`src/rtl/gate_seq_pkg.sv`:
```
// gate_seq_pkg: shared types and constants for the gate-model test sequencer.
package gate_seq_pkg;
  typedef enum logic [1:0] {IDLE, DRIVE, CAPTURE, DONE} state_e;
  localparam logic [15:0] MISR_POLY = 16'h1021;
  localparam logic [15:0] MISR_INIT = 16'hFFFF;
  localparam int LFSR_TAP_HI = 17;
  localparam int LFSR_TAP_LO = 10;
  function automatic logic [15:0] misr_shift(input logic [15:0] s);
    return {s[14:0], 1'b0} ^ (s[15] ? MISR_POLY : 16'h0000);
  endfunction
endpackage

```
`src/rtl/gate_seq_misr.sv`:
```
// gate_seq_misr: 16-bit multiple-input signature register with init and enable.
module gate_seq_misr
  import gate_seq_pkg::*;
(
  input  logic        clk,
  input  logic        rst_n,
  input  logic        init_i,
  input  logic        en_i,
  input  logic [15:0] data_i,
  output logic [15:0] sig_o
);
  logic [15:0] sig_q, sig_d;
  always_comb sig_d = init_i ? MISR_INIT : en_i ? misr_shift(sig_q) ^ data_i : sig_q;
  always_ff @(posedge clk or negedge rst_n)
    if (!rst_n) sig_q <= MISR_INIT;
    else sig_q <= sig_d;
  assign sig_o = sig_q;
endmodule

```
`src/rtl/gate_model_sequencer.sv`:
```
// gate_model_sequencer: drives exhaustive or LFSR vectors into a gate model,
// captures each response after a settle time, streams it out and compacts it into a MISR.
module gate_model_sequencer
  import gate_seq_pkg::*;
#(
  parameter int IN_W   = 18,
  parameter int OUT_W  = 10,
  parameter int SETTLE = 2
) (
  input  logic             clk,
  input  logic             rst_n,
  input  logic             start,
  input  logic             mode,
  input  logic [IN_W-1:0]  seed,
  input  logic [IN_W:0]    vec_count,
  input  logic             abort,
  output logic [IN_W-1:0]  dut_in,
  input  logic [OUT_W-1:0] dut_out,
  output logic             cap_valid,
  output logic [OUT_W-1:0] cap_data,
  input  logic             cap_ready,
  output logic             busy,
  output logic             done,
  output logic [15:0]      signature
);
  state_e state_q, state_d;
  logic [IN_W-1:0] vec_q, vec_d, next_vec;
  logic [IN_W:0] rem_q, rem_d;
  logic [3:0] cnt_q, cnt_d;
  logic [OUT_W-1:0] cap_q, cap_d;
  logic mode_q, mode_d, misr_init, misr_en;
  assign next_vec = mode_q ? {vec_q[IN_W-2:0], vec_q[LFSR_TAP_HI] ^ vec_q[LFSR_TAP_LO]}
                           : vec_q + 1'b1;
  // abort overrides every transition and freezes vector, capture and signature
  always_comb begin
    state_d = state_q;
    vec_d = vec_q;
    rem_d = rem_q;
    cnt_d = cnt_q;
    cap_d = cap_q;
    mode_d = mode_q;
    misr_init = 1'b0;
    misr_en = 1'b0;
    if (abort) state_d = IDLE;
    else case (state_q)
      IDLE: if (start) begin
        misr_init = 1'b1;
        mode_d = mode;
        state_d = (vec_count == '0) ? DONE : DRIVE;
        if (vec_count != '0) begin
          rem_d = vec_count;
          vec_d = (mode && seed == '0) ? IN_W'(1) : seed;
          cnt_d = 4'(SETTLE);
        end
      end
      DRIVE: if (cnt_q == 4'd1) begin
        state_d = CAPTURE;
        cap_d = dut_out;
        misr_en = 1'b1;
      end else cnt_d = cnt_q - 4'd1;
      CAPTURE: if (cap_ready) begin
        rem_d = rem_q - 1'b1;
        state_d = (rem_q == (IN_W+1)'(1)) ? DONE : DRIVE;
        if (rem_q != (IN_W+1)'(1)) begin
          vec_d = next_vec;
          cnt_d = 4'(SETTLE);
        end
      end
      default: state_d = IDLE;
    endcase
  end
  always_ff @(posedge clk or negedge rst_n)
    if (!rst_n) begin
      state_q <= IDLE;
      vec_q <= '0;
      rem_q <= '0;
      cnt_q <= '0;
      cap_q <= '0;
      mode_q <= 1'b0;
    end else begin
      state_q <= state_d;
      vec_q <= vec_d;
      rem_q <= rem_d;
      cnt_q <= cnt_d;
      cap_q <= cap_d;
      mode_q <= mode_d;
    end
  gate_seq_misr u_misr (
    .clk    (clk),
    .rst_n  (rst_n),
    .init_i (misr_init),
    .en_i   (misr_en),
    .data_i (16'(dut_out)),
    .sig_o  (signature)
  );
  assign dut_in = vec_q;
  assign cap_data = cap_q;
  assign cap_valid = state_q == CAPTURE;
  assign busy = state_q != IDLE;
  assign done = state_q == DONE;
endmodule

```
`config.mk`:
```
export PLATFORM = sky130hd
export DESIGN_NAME = gate_model_sequencer
export DESIGN_NICKNAME = d
export VERILOG_FILES = /design/src/rtl/gate_seq_pkg.sv /design/src/rtl/gate_seq_misr.sv /design/src/rtl/gate_model_sequencer.sv
export SDC_FILE = /design/constraint.sdc
export NUM_CORES = 1
export LEC_CHECK = 0
export CAP_MARGIN = 20
export CORE_UTILIZATION = 40
export DETAILED_ROUTE_END_ITERATION = 6
export PLACE_DENSITY = 0.75
export SETUP_SLACK_MARGIN = 0.02
export SYNTH_ARGS = -nofsm -noshare
export SYNTH_HDL_FRONTEND = slang
export SYNTH_SLANG_ARGS = --single-unit
export TNS_END_PERCENT = 20
```
`constraint.sdc`:
```
create_clock -name clk -period 6.2 [get_ports clk]
set_clock_uncertainty 0.2 [all_clocks]
set_input_delay 1.24 -clock clk [delete_from_list [all_inputs] [get_ports clk]]
set_output_delay 1.24 -clock clk [all_outputs]
set_load 0.005 [all_outputs]
```
### Word level (Yosys, flattened, before mapping)

Index checks and enable logic that the tools add are counted.

| storage, ports and cells | value |
|---|---|
| bits of input ports | 53 |
| logic and storage cells | 76 |
| register bits after elaboration | 70 |
| output and inout port bits | 47 |

| cells by class | value |
|---|---|
| mux-type cells | 33 |
| $add $sub $neg | 3 |
| bitwise logic cells | 4 |
| equality and inequality tests | 14 |
| reduce and logical (&&, ||, !) cells | 15 |

Operator list:

| cell | count |
|---|---|
| $mux W18 | 6 |
| $mux W19 | 3 |
| $pmux W19 S2 | 1 |
| $pmux W18 S2 | 1 |
| $mux W16 | 2 |
| $mux W4 | 5 |
| $eq A19 B1 Y1 const B | 1 |
| $logic_not A19 Y1 | 1 |
| $ne A19 B1 Y1 const B | 1 |
| $reduce_bool A19 Y1 | 1 |
| $sub A19 B1 Y19 const B | 1 |
| $add A18 B1 Y18 const B | 1 |
| $logic_not A18 Y1 | 1 |
| $xor A16 B10 Y16 | 1 |
| $xor A16 B16 Y16 | 1 |
| $mux W13 | 1 |
| $mux W2 | 6 |
| $pmux W4 S3 | 1 |
| $reduce_and A3 Y1 | 3 |
| $reduce_and A7 Y1 | 1 |
| $mux W1 | 6 |
| $ne A2 B2 Y1 const B | 3 |
| $ne A3 B3 Y1 const B | 2 |
| $pmux W2 S3 | 1 |
| other kinds (14) | 18 |

### Logic depth before layout (Yosys ltp)

Gate-level depths: netlist of run 1.

| logic depth | value |
|---|---|
| depth after elaboration | 6 |
| gate-level depth with buffers | 8 |
| mapped depth without buffers | 8 |

### Cells and area by module

Synthesis of run 1 repeated with hierarchy kept, for this count alone.

| unflattened totals | value |
|---|---|
| cell total of the unflattened synthesis | 496 |
| area, all modules | 4,325.4 um^2 |

By module, submodules not included:

| module | area each (um^2) | cells each | sequential area each (um^2) | times used |
|---|---|---|---|---|
| gate_model_sequencer | 3,472.1 | 427 | 1,351.3 | 1 |
| gate_seq_misr | 853.3 | 69 | 420.4 | 1 |

### Least setup slack after synthesis of run 1

OpenSTA, ideal clock, no wires.

| timing | value |
|---|---|
| path kind | input-to-reg |
| from | input cap_ready |
| to | register vec_q[13] (netlist: dut_in[13]) |
| library setup time | 0.126 ns |
| setup slack | 3.400 ns |
| path buffers | 2 |
| arrival time | 2.474 ns |
| data required time | 5.874 ns |
| stages | 7 |
| path through | nand2_1 a211o_1 o21ba_4 buf_6 nand2b_1 buf_6 o32a_1 |

| between the ends | value |
|---|---|
| longest elaborated chain between the ends | 2 |

Ends and longest elaborated chain:

| item | line | RTL |
|---|---|---|
| from (decl) | gate_model_sequencer.sv:21 | `input logic cap_ready,` |
| $ne A2 B1 Y1 (no line) | -- |  |
| $reduce_and A6 Y1 (no line) | -- |  |
| to (signal assigned) | gate_model_sequencer.sv:82 | `vec_q <= vec_d;` |
| to (decl) | gate_model_sequencer.sv:27 | `logic [IN_W-1:0] vec_q, vec_d, next_vec;` |

Every way passes these cells.
A chain may end at the register's enable or synchronous reset.

### Worst setup path after layout of run 1

| timing | value |
|---|---|
| from | register state_q[1] |
| to | output cap_valid |

| between the ends | value |
|---|---|
| longest elaborated chain between the ends | 1 |

Ends and longest elaborated chain:

| item | line | RTL |
|---|---|---|
| from (decl) | gate_model_sequencer.sv:26 | `state_e state_q, state_d;` |
| from (signal assigned) | gate_model_sequencer.sv:81 | `state_q <= state_d;` |
| $eq A2 B2 Y1 | gate_model_sequencer.sv:98 | `assign cap_valid = state_q == CAPTURE;` |
| to (decl) | gate_model_sequencer.sv:19 | `output logic cap_valid,` |

Every way passes these cells.

==> qor.csv, run 1 <==
metric,value,unit
grt_usage,21.33,%
synth_xor_area_share,3.078,%
yosys.area_share.adder,1.466,%
synth_area_per_cell,9.061,sq um
status,"complete, no violations",
cts-root-buf,clkbuf_8,
muxShareOfSynthArea,6.391,%
hold_path.class,flip-flop to flip-flop,
fin_crit_sh,72.33,%
fin_nets,609,
drv_slew,0,
drive_above_1_share,11.15,%
die_w,105.3,um
grt_antenna_before_repair,0,
htree_num_levels,3,
p_leak,2.185,nW
critPathSlowestCell,or2b_2,
slowest_delay,0.92,ns
final_cells,692,
clk_pin_slew_worst_paths,0.07,ns
fmax,223.0,MHz
synth-compound-area-share,23.78,%
vdd_drop_max,0.1383,mV
synth_top_family_by_area,compound AO/OA/AOI/OAI gates,
rsz0062_at_grt,false,
cts_setup_buffers,0,
maxCapViolations,0,
cts.sinks,70,
critPathLaunchType,flip-flop,
syn_nets,529,
synth.distinct_cells,64,
ys_warn_count,0,
cts_buffer_depth,2,
fillers,924,
ctsResizeCount,0,
ant_nets,0,
first_pass_iters,4,
drc,0,
insertion_delay,0.34,ns
synth.top_cell.area_share,31.66,%
worstMarginPinSlew,1.092,ns
dp.cells,676,
port_buffers,99,
fin_tns_setup,0,ns
finalSetupViolCount,0,
synth_largest_area_cell,dfrtp_1,
cts_hold_buf,0,
crit_start,state_q[1]$_DFFE_PN0P_,
totalPowerFinal,1.693,mW
r2r_start,state_q[1]$_DFFE_PN0P_,
grt_max_degree,71,
min_from,cnt_q[3]$_DFFE_PN0P_,
synth-seq-cells,70,
worstPathCellList,or2b_2 > inv_1 > clkdlybuf4s50_1,
hpwlAfterDp,8.150,mm
critPathRequiredTime,4.76,ns
grt_pass1_vias,3838,
cp_max_fo,64,
routedWlPerCell,16.58,um
final_common_cell,clkdlybuf4s50_1,
critPathCaptureType,primary output,
place.gp.congestion,0.8955,
slew_headroom,27.22,%
path_class,flip-flop to primary output,
grt_pass1_wl,18.94,mm
core_area,10320,sq um
num_rows,37,
num_vias,4014,
dieArea,11090,sq um
drtIter0Drc,257,
p_per_area,307.2,nW/um^2
cts_buffers,9,
syn2layout_area_growth,29.11,%
synth_ff_type,dfrtp_1,
hold_viol,0,
grt-ovfl-total,0,
synth_area_leaders,"dfrtp_1, dfstp_2, o21ai_0, mux2_2, a21oi_1",
cts_tree,yes,
routed_wl,11.48,mm
seq_area_frac_synth,41.51,%
fp.dieH,105.3,um
via_per_inst,5.801,
fin_crit,4.484,ns
most-common-layout-cells,"clkdlybuf4s50_1, dfrtp_1, nand2_1, o21ai_0, a21oi_1",
synth_area,4268,sq um
io-pin-count,100,
start_util,41.34,%
fin_util,53.38,%
cp.arrival,3.04,ns
synth_edf_count,0,
async_flop_share,100.0,%
syn_inst,471,
synthSimpleGateAreaFrac,18.70,%
n_antenna_cell,0,
## metal layers
metal  wire length (um)  part of all wire (%)  track usage (%)  vias up
li1                   -                     -                -     1915
met3                666                   5.8            3.896       10
met5                  0                     0                0        -
met4                113                  0.98            7.243        0
met1               4935                    43            28.17     1933
met2               5761                    50            35.15      156
## cell families after synthesis
| kind of cell | count (synthesis) |
|---|---|
| xor gates and xnor gates | 15 |
| adders and majority gates | 5 |
| AOI/OAI and AO/OA | 158 |
| DFF | 70 |
| and+or+nand+nor | 149 |
| buffers and inverters | 49 |
| muxes | 25 |
## where the power goes
group,internal [mW],leakage (nW),switching (mW),total (mW)
Sequential,0.583,0.827,0.162,0.745
Clock,0.228,0.110,0.179,0.407
Combinational,0.307,1.25,0.233,0.540
Total,1.12,2.18,0.575,1.69
## sequential cells by signal, summed over array words and instances, names as in the netlist
register      cells
rem_q            19
dut_in           18
u_misr.sig_o     16
cap_data         10
cnt_q             4
state_q           2
mode_q            1
## stage by stage
step	setup slack (ns)	hold slack (ns)	instance area (sq um)
after global routing	1.508	0.3071	5510
after detailed placement	2.127	0.2823	5291
after global placement	2.193	0.2728	5291
final	1.716	0.3014	5510
after CTS	1.738	0.2955	5510
after floorplan	3.400	0.2497	4268
## path summary, 6_finish.rpt
kind | to | slack, ns | cells after the start
worst max-delay path | cap_valid | 1.72 | 3
worst min register to register | cnt_q[3]$_DFFE_PN0P_ | 0.30 | 1
worst max register to register | dut_in[13]$_DFFE_PN0P_ | 2.44 | 5
min in group asynchronous | cap_data[9]$_DFFE_PN0P_ | 0.89 | 2
max in group asynchronous | state_q[1]$_DFFE_PN0P_ | 4.33 | 2
worst min-delay path | cnt_q[3]$_DFFE_PN0P_ | 0.30 | 1
## layout make-up
type	count	area (sq um)	share of cell area [%]
clock inverters	7	95.09	1.726
multi-input cells	352	2281	41.39
repair buffers	102	1008	18.30
well taps	136	170.2	3.088
clock buffers	9	123.9	2.248
flip-flops and latches	70	1772	32.15
inverters	16	60.06	1.090
## synthesized netlist by cell type, types with 3 or more instances
| cell | instances |
|---|---|
| inv_1 | 16 |
| a311oi_1 | 3 |
| dfstp_2 | 16 |
| nor4_1 | 10 |
| a21oi_1 | 37 |
| a2bb2oi_1 | 3 |
| o22ai_1 | 4 |
| mux2_2 | 17 |
| ha_1 | 5 |
| o2bb2ai_1 | 7 |
| mux2i_1 | 7 |
| a22oi_1 | 7 |
| and2_1 | 4 |
| nor3_1 | 21 |
| a211oi_1 | 5 |
| nor3b_1 | 4 |
| o21ai_0 | 43 |
| nand4b_1 | 3 |
| buf_2 | 8 |
| o21a_1 | 3 |
| nand2b_1 | 3 |
| clkbuf_1 | 19 |
| o41ai_1 | 4 |
| nand4_1 | 7 |
| o211ai_1 | 14 |
| nor2_1 | 28 |
| xnor2_1 | 14 |
| a31oi_1 | 12 |
| nand2_1 | 46 |
| dfrtp_1 | 54 |
## critical path: cells and delay by family (launching register included)
kind / cells / cell delay [ns]
flip-flops: 1 / 0.43
AND/OR/NAND/NOR: 1 / 0.92
buffers and inverters: 2 / 1.35
(Power assumes the default switching activity.)
==> inputs of run 2 (changes only) <==
Settings changed: PLACE_DENSITY 0.75 to 0.78.
Clock period 6.2 ns to 4.1 ns, I/O delays scaled along.
==> run 2 against run 1 <==
Compared with the run above:
- critical path depth grew 4
- non-clock buffer count is 4 higher
- sequential share of layout area shrank 0.18 points
- cell count rose by 0.58%
- final area is 0.57% higher
- via count up 1.5%
- first-iteration DRC count fell by 11%
- largest power group unchanged
- flip-flop and latch count unchanged
- sequential power grew 52%
- die area is the same
- clock power rose by 43%
==> qor.csv, run 2 (synthesized netlist as in run 1, its figures left out) <==
metric,value,unit
vdd_drop_max,0.2398,mV
fp.dieH,105.3,um
fmax,327.3,MHz
critPathLaunchType,input port,
cts_tree,yes,
start_util,41.34,%
critPathSlowestCell,o21bai_2,
die_w,105.3,um
num_rows,37,
final_common_cell,clkdlybuf4s50_1,
sw_frac_of_total,34.94,%
intPower,1.651,mW
cts_hold_buf,0,
hpwlAfterDp,8.480,mm
p_per_area,457.9,nW/um^2
routedWlPerCell,16.81,um
first_pass_iters,5,
cts-root-buf,clkbuf_8,
fin_crit_sh,74.52,%
switchingPower,0.8867,mW
maxCapViolations,0,
cts_buffer_depth,2,
fin_tns_setup,0,ns
regArea,1772,sq um
cts_setup_buffers,0,
worstMarginPinSlew,0.8288,ns
cts.sinks,70,
critPathCaptureType,flip-flop,
critPathRequiredTime,4.14,ns
hold_viol,0,
finalSetupViolCount,0,
grtUsageMet2,37.17,%
fin_nets,613,
via_per_inst,5.852,
worst-r2r-setup-slack,1.33,ns
fin_crit,3.055,ns
multiInputGateArea,2281,sq um
routed_wl,11.70,mm
clkPwrFrac,23.0,%
grt-busiest-layer,met2,
insertion_delay,0.35,ns
fillers,922,
ctsResizeCount,0,
grt_max_degree,64,
status,"complete, no violations",
slowest_delay,0.59,ns
core_area,10320,sq um
grt_pass1_wl,19.44,mm
grt_pass1_vias,3906,
layout_setup_ws,1.045,ns
pre_cts_ws,0.6909,ns
grt_usage,21.86,%
htree_num_levels,3,
most-common-layout-cells,"clkdlybuf4s50_1, dfrtp_1, nand2_1, o21ai_0, a21oi_1",
path_class,input port to flip-flop,
io-pin-count,100,
ant_nets,0,
port_buffers,99,
fin_util,53.68,%
dieArea,11090,sq um
grt-ovfl-total,0,
use_met3,4.143,%
cp_max_fo,17,
drtIter0Drc,230,
seq_power_share,44.7,%
critical_path_buf_inv_count,2,
regMostFlops,rem_q,
drive_above_1_share,11.79,%
largest_register_ffs,19,
drc,0,
grt_antenna_before_repair,0,
cp.arrival,3.10,ns
place.gp.congestion,0.8222,
clk_pin_slew_worst_paths,0.09,ns
rsz0062_at_grt,false,
num_vias,4073,
hold_path.class,input port to async pin,
drv_slew,0,
path_delay_family,compound AO/OA/AOI/OAI gates,
cts_buffers,9,
pwr-share-comb,32.4,%
syn2layout_area_growth,29.84,%
p_leak,2.205,nW
slew_headroom,44.24,%
met1_usage,28.05,%
n_antenna_cell,0,
worstPathCellList,clkdlybuf4s50_1 > nor4_1 > nand4_1 > o21bai_2 > buf_4 > nor3_1 > o22a_1,
## run 2: final timing paths
kind,from,depth (start not counted),endpoint
worst max-delay path,vec_count[5],7,dut_in[12]$_DFFE_PN0P_
worst min-delay path,rst_n,1,cap_data[8]$_DFFE_PN0P_
worst max register to register,state_q[0]$_DFFE_PN0P_,6,dut_in[5]$_DFFE_PN0P_
worst min register to register,cnt_q[3]$_DFFE_PN0P_,1,cnt_q[3]$_DFFE_PN0P_
max in group asynchronous,rst_n,3,cnt_q[0]$_DFFE_PN0P_
min in group clk,cnt_q[3]$_DFFE_PN0P_,1,cnt_q[3]$_DFFE_PN0P_
## run 2: worst reg2reg max path: stages (launching register included)
cell and delay, ns:
dfrtp_1 0.45, or2b_2 0.32, inv_1 0.18, buf_4 0.30, and4_1 0.67, nand2b_1 0.37, o21ai_0 0.15
## run 2: through the flow
| step | power [mW] | hold slack (ns) | instance area (sq um) | std cells |
|---|---|---|---|---|
| 5_1_grt | 2.699 | 0.06547 | 5542 | 696 |
| 6_report | 2.538 | 0.08894 | 5542 | 696 |
| 4_1_cts | 2.547 | 0.2945 | 5522 | 695 |
| 2_1_floorplan | 1.535 | 0.2497 | 4268 | 471 |
| 3_3_place_gp | 1.914 | 0.2725 | 5314 | 679 |
| 3_5_place_dp | 1.959 | 0.2768 | 5314 | 679 |
## run 2: power by group through the flow
stage          Sequential (mW)  Combinational, mW  Clock, mW
2_1_floorplan             1.06              0.480          0
5_1_grt                   1.16              0.907      0.629
3_5_place_dp              1.14              0.823          0
3_3_place_gp              1.12              0.793          0
4_1_cts                   1.13              0.824      0.597
6_report                  1.13              0.821      0.583
## run 2: area by class of cell
type	instances	share of cell area, %
multi-input combinational	352	41.16
inverter	16	1.084
sequential	70	31.97
timing repair buffer	106	18.97
clock buffer	10	2.484
clock inverter	6	1.264
tap	136	3.071
## run 2: layer usage
metal  part of all wire (%)  vias to the layer above
met3                    5.5                       19
li1                       -                     1923
met5                      0                        -
met1                     42                     1975
met2                     50                      156
met4                    1.6                        0
==> inputs of run 3 (changes only) <==
Settings changed: PLACE_DENSITY 0.78 to 0.75.
Clock period 4.1 ns to 3.16 ns, I/O delays scaled along.
==> run 3 against run 2 <==
Compared with the run above:
- highest routed layer unchanged
- sequential share of layout area down 0.16 points
- utilization up 0.27 points
- critical path type is now flip-flop to primary output
- worst hold slack better by 0.016 ns
- via count is essentially flat
- clock-buffer cell count fell by 1
- clock power increased by 28%
==> qor.csv, run 3 (synthesized netlist as in run 1, its figures left out) <==
metric,value,unit
fin_crit_sh,88.57,%
status,"complete, no violations",
cts-root-buf,clkbuf_8,
grt_pass1_wl,19.39,mm
largest_register_ffs,19,
rsz0062_at_grt,false,
p_per_area,592.0,nW/um^2
clkPwrFrac,22.6,%
drv_slew,0,
path_class,flip-flop to primary output,
sw_frac_of_total,35.29,%
fin_nets,618,
grt_antenna_before_repair,0,
path_delay_family,buffers and inverters,
slew_headroom,56.47,%
cts_buffer_depth,2,
pwr-share-comb,33.6,%
grt_pass1_vias,3922,
critPathSlowestCell,clkdlybuf4s50_1,
hold_path.class,input port to async pin,
cp.arrival,1.97,ns
clk_pin_slew_worst_paths,0.09,ns
io-pin-count,100,
worstPathCellList,or2b_2 > inv_1 > clkdlybuf4s50_1,
critical_path_buf_inv_count,2,
intPower,2.134,mW
critPathLaunchType,flip-flop,
regMostFlops,rem_q,
fin_tns_setup,0,ns
drtIter0Drc,252,
drc,0,
seq_power_share,43.8,%
timing.hold.ws,0.1046,ns
critPathRequiredTime,2.33,ns
worstReg2RegEnd,dut_in[15]$_DFFE_PN0P_,
fmax,357.3,MHz
most-common-layout-cells,"clkdlybuf4s50_1, dfrtp_1, nand2_1, o21ai_0, a21oi_1",
final_common_cell,clkdlybuf4s50_1,
fin_crit,2.799,ns
insertion_delay,0.35,ns
slowest_delay,0.57,ns
routedWlPerCell,16.79,um
grt_usage,21.77,%
grt_max_degree,63,
start_util,41.34,%
grt-ovfl-total,0,
fp.dieH,105.3,um
worst-r2r-setup-slack,0.81,ns
cts_tree,yes,
hold_viol,0,
first_pass_iters,5,
cts_hold_buf,0,
finalSetupViolCount,0,
worstMarginPinSlew,0.6529,ns
num_vias,4072,
dieArea,11090,sq um
routed_wl,11.77,mm
htree_num_levels,3,
num_rows,37,
cp_max_fo,10,
r2r_start,rem_q[6]$_DFFE_PN0P_,
cts.sinks,70,
ant_nets,0,
p_leak,2.223,nW
maxCapViolations,0,
vdd_drop_max,0.2829,mV
place.gp.congestion,0.8531,
hpwlAfterDp,8.327,mm
switchingPower,1.163,mW
via_per_inst,5.809,
n_antenna_cell,0,
ctsResizeCount,0,
cts_buffers,9,
critPathCaptureType,primary output,
drive_above_1_share,12.57,%
port_buffers,99,
syn2layout_area_growth,30.49,%
rr_worst_depth,5,
cts_setup_buffers,0,
core_area,10320,sq um
die_w,105.3,um
run 3: power by group through the flow:
stage / combinational (mW) / clock (mW) / sequential, mW
2_1_floorplan: 0.623 / 0 / 1.37
6_report: 1.11 / 0.744 / 1.44
4_1_cts: 1.11 / 0.760 / 1.44
3_3_place_gp: 1.07 / 0 / 1.44
3_5_place_dp: 1.10 / 0 / 1.45
5_1_grt: 1.22 / 0.800 / 1.48
run 3: metal layers:
layer / vias up / GRT usage (%) / part of all wire [%] / wire [um]
met5: - / 0 / 0 / 0
met4: 0 / 6.841 / 1.1 / 128
met3: 12 / 3.896 / 6.9 / 816
met2: 145 / 36.37 / 49 / 5755
met1: 1976 / 28.63 / 43 / 5070
li1: 1939 / - / - / -
run 3: worst reg2reg max path: cells and delay by family (launching register included):
kind,cells,cell delay (ns)
simple gates,4,1.42
flops,1,0.43
compound gates,1,0.17
run 3: cell type report:
class / count / area (sq um)
Clock buffer: 9 / 123.9
Clock inverter: 7 / 73.82
Fill cell: 931 / 4755
Inverter: 16 / 60.06
Multi-Input combinational cell: 352 / 2281
Sequential cell: 70 / 1772
Tap cell: 136 / 170.2
Timing Repair Buffer: 111 / 1089
run 3: worst max-delay path by stage:
| stage | startpoint | to | slack (ns) | depth (start not counted) |
|---|---|---|---|---|
| after floorplan | cap_ready | dut_in[13]$_DFFE_PN0P_ | 0.97 | 7 |
| after global placement | vec_count[17] | dut_in[0]$_DFFE_PN0P_ | 0.25 | 6 |
| after detailed placement | vec_count[5] | rem_q[12]$_DFFE_PN0P_ | 0.18 | 7 |
| after CTS | state_q[1]$_DFFE_PN0P_ | cap_valid | 0.35 | 3 |
| after global routing | state_q[1]$_DFFE_PN0P_ | cap_valid | 0.28 | 3 |
| final | state_q[1]$_DFFE_PN0P_ | cap_valid | 0.36 | 3 |
run 3: stage by stage:
step / std cells / cell area [sq um] / setup WS [ns] / power (mW) / util, %
floorplan: 471 / 4268 / 0.9675 / 1.992 / -
global placement: 685 / 5371 / 0.2489 / 2.508 / 52.03
detailed placement: 685 / 5371 / 0.1835 / 2.554 / 52.03
CTS: 701 / 5569 / 0.3524 / 3.309 / 53.95
global route: 701 / 5569 / 0.2825 / 3.502 / 53.95
finish: 701 / 5569 / 0.3610 / 3.297 / 53.95
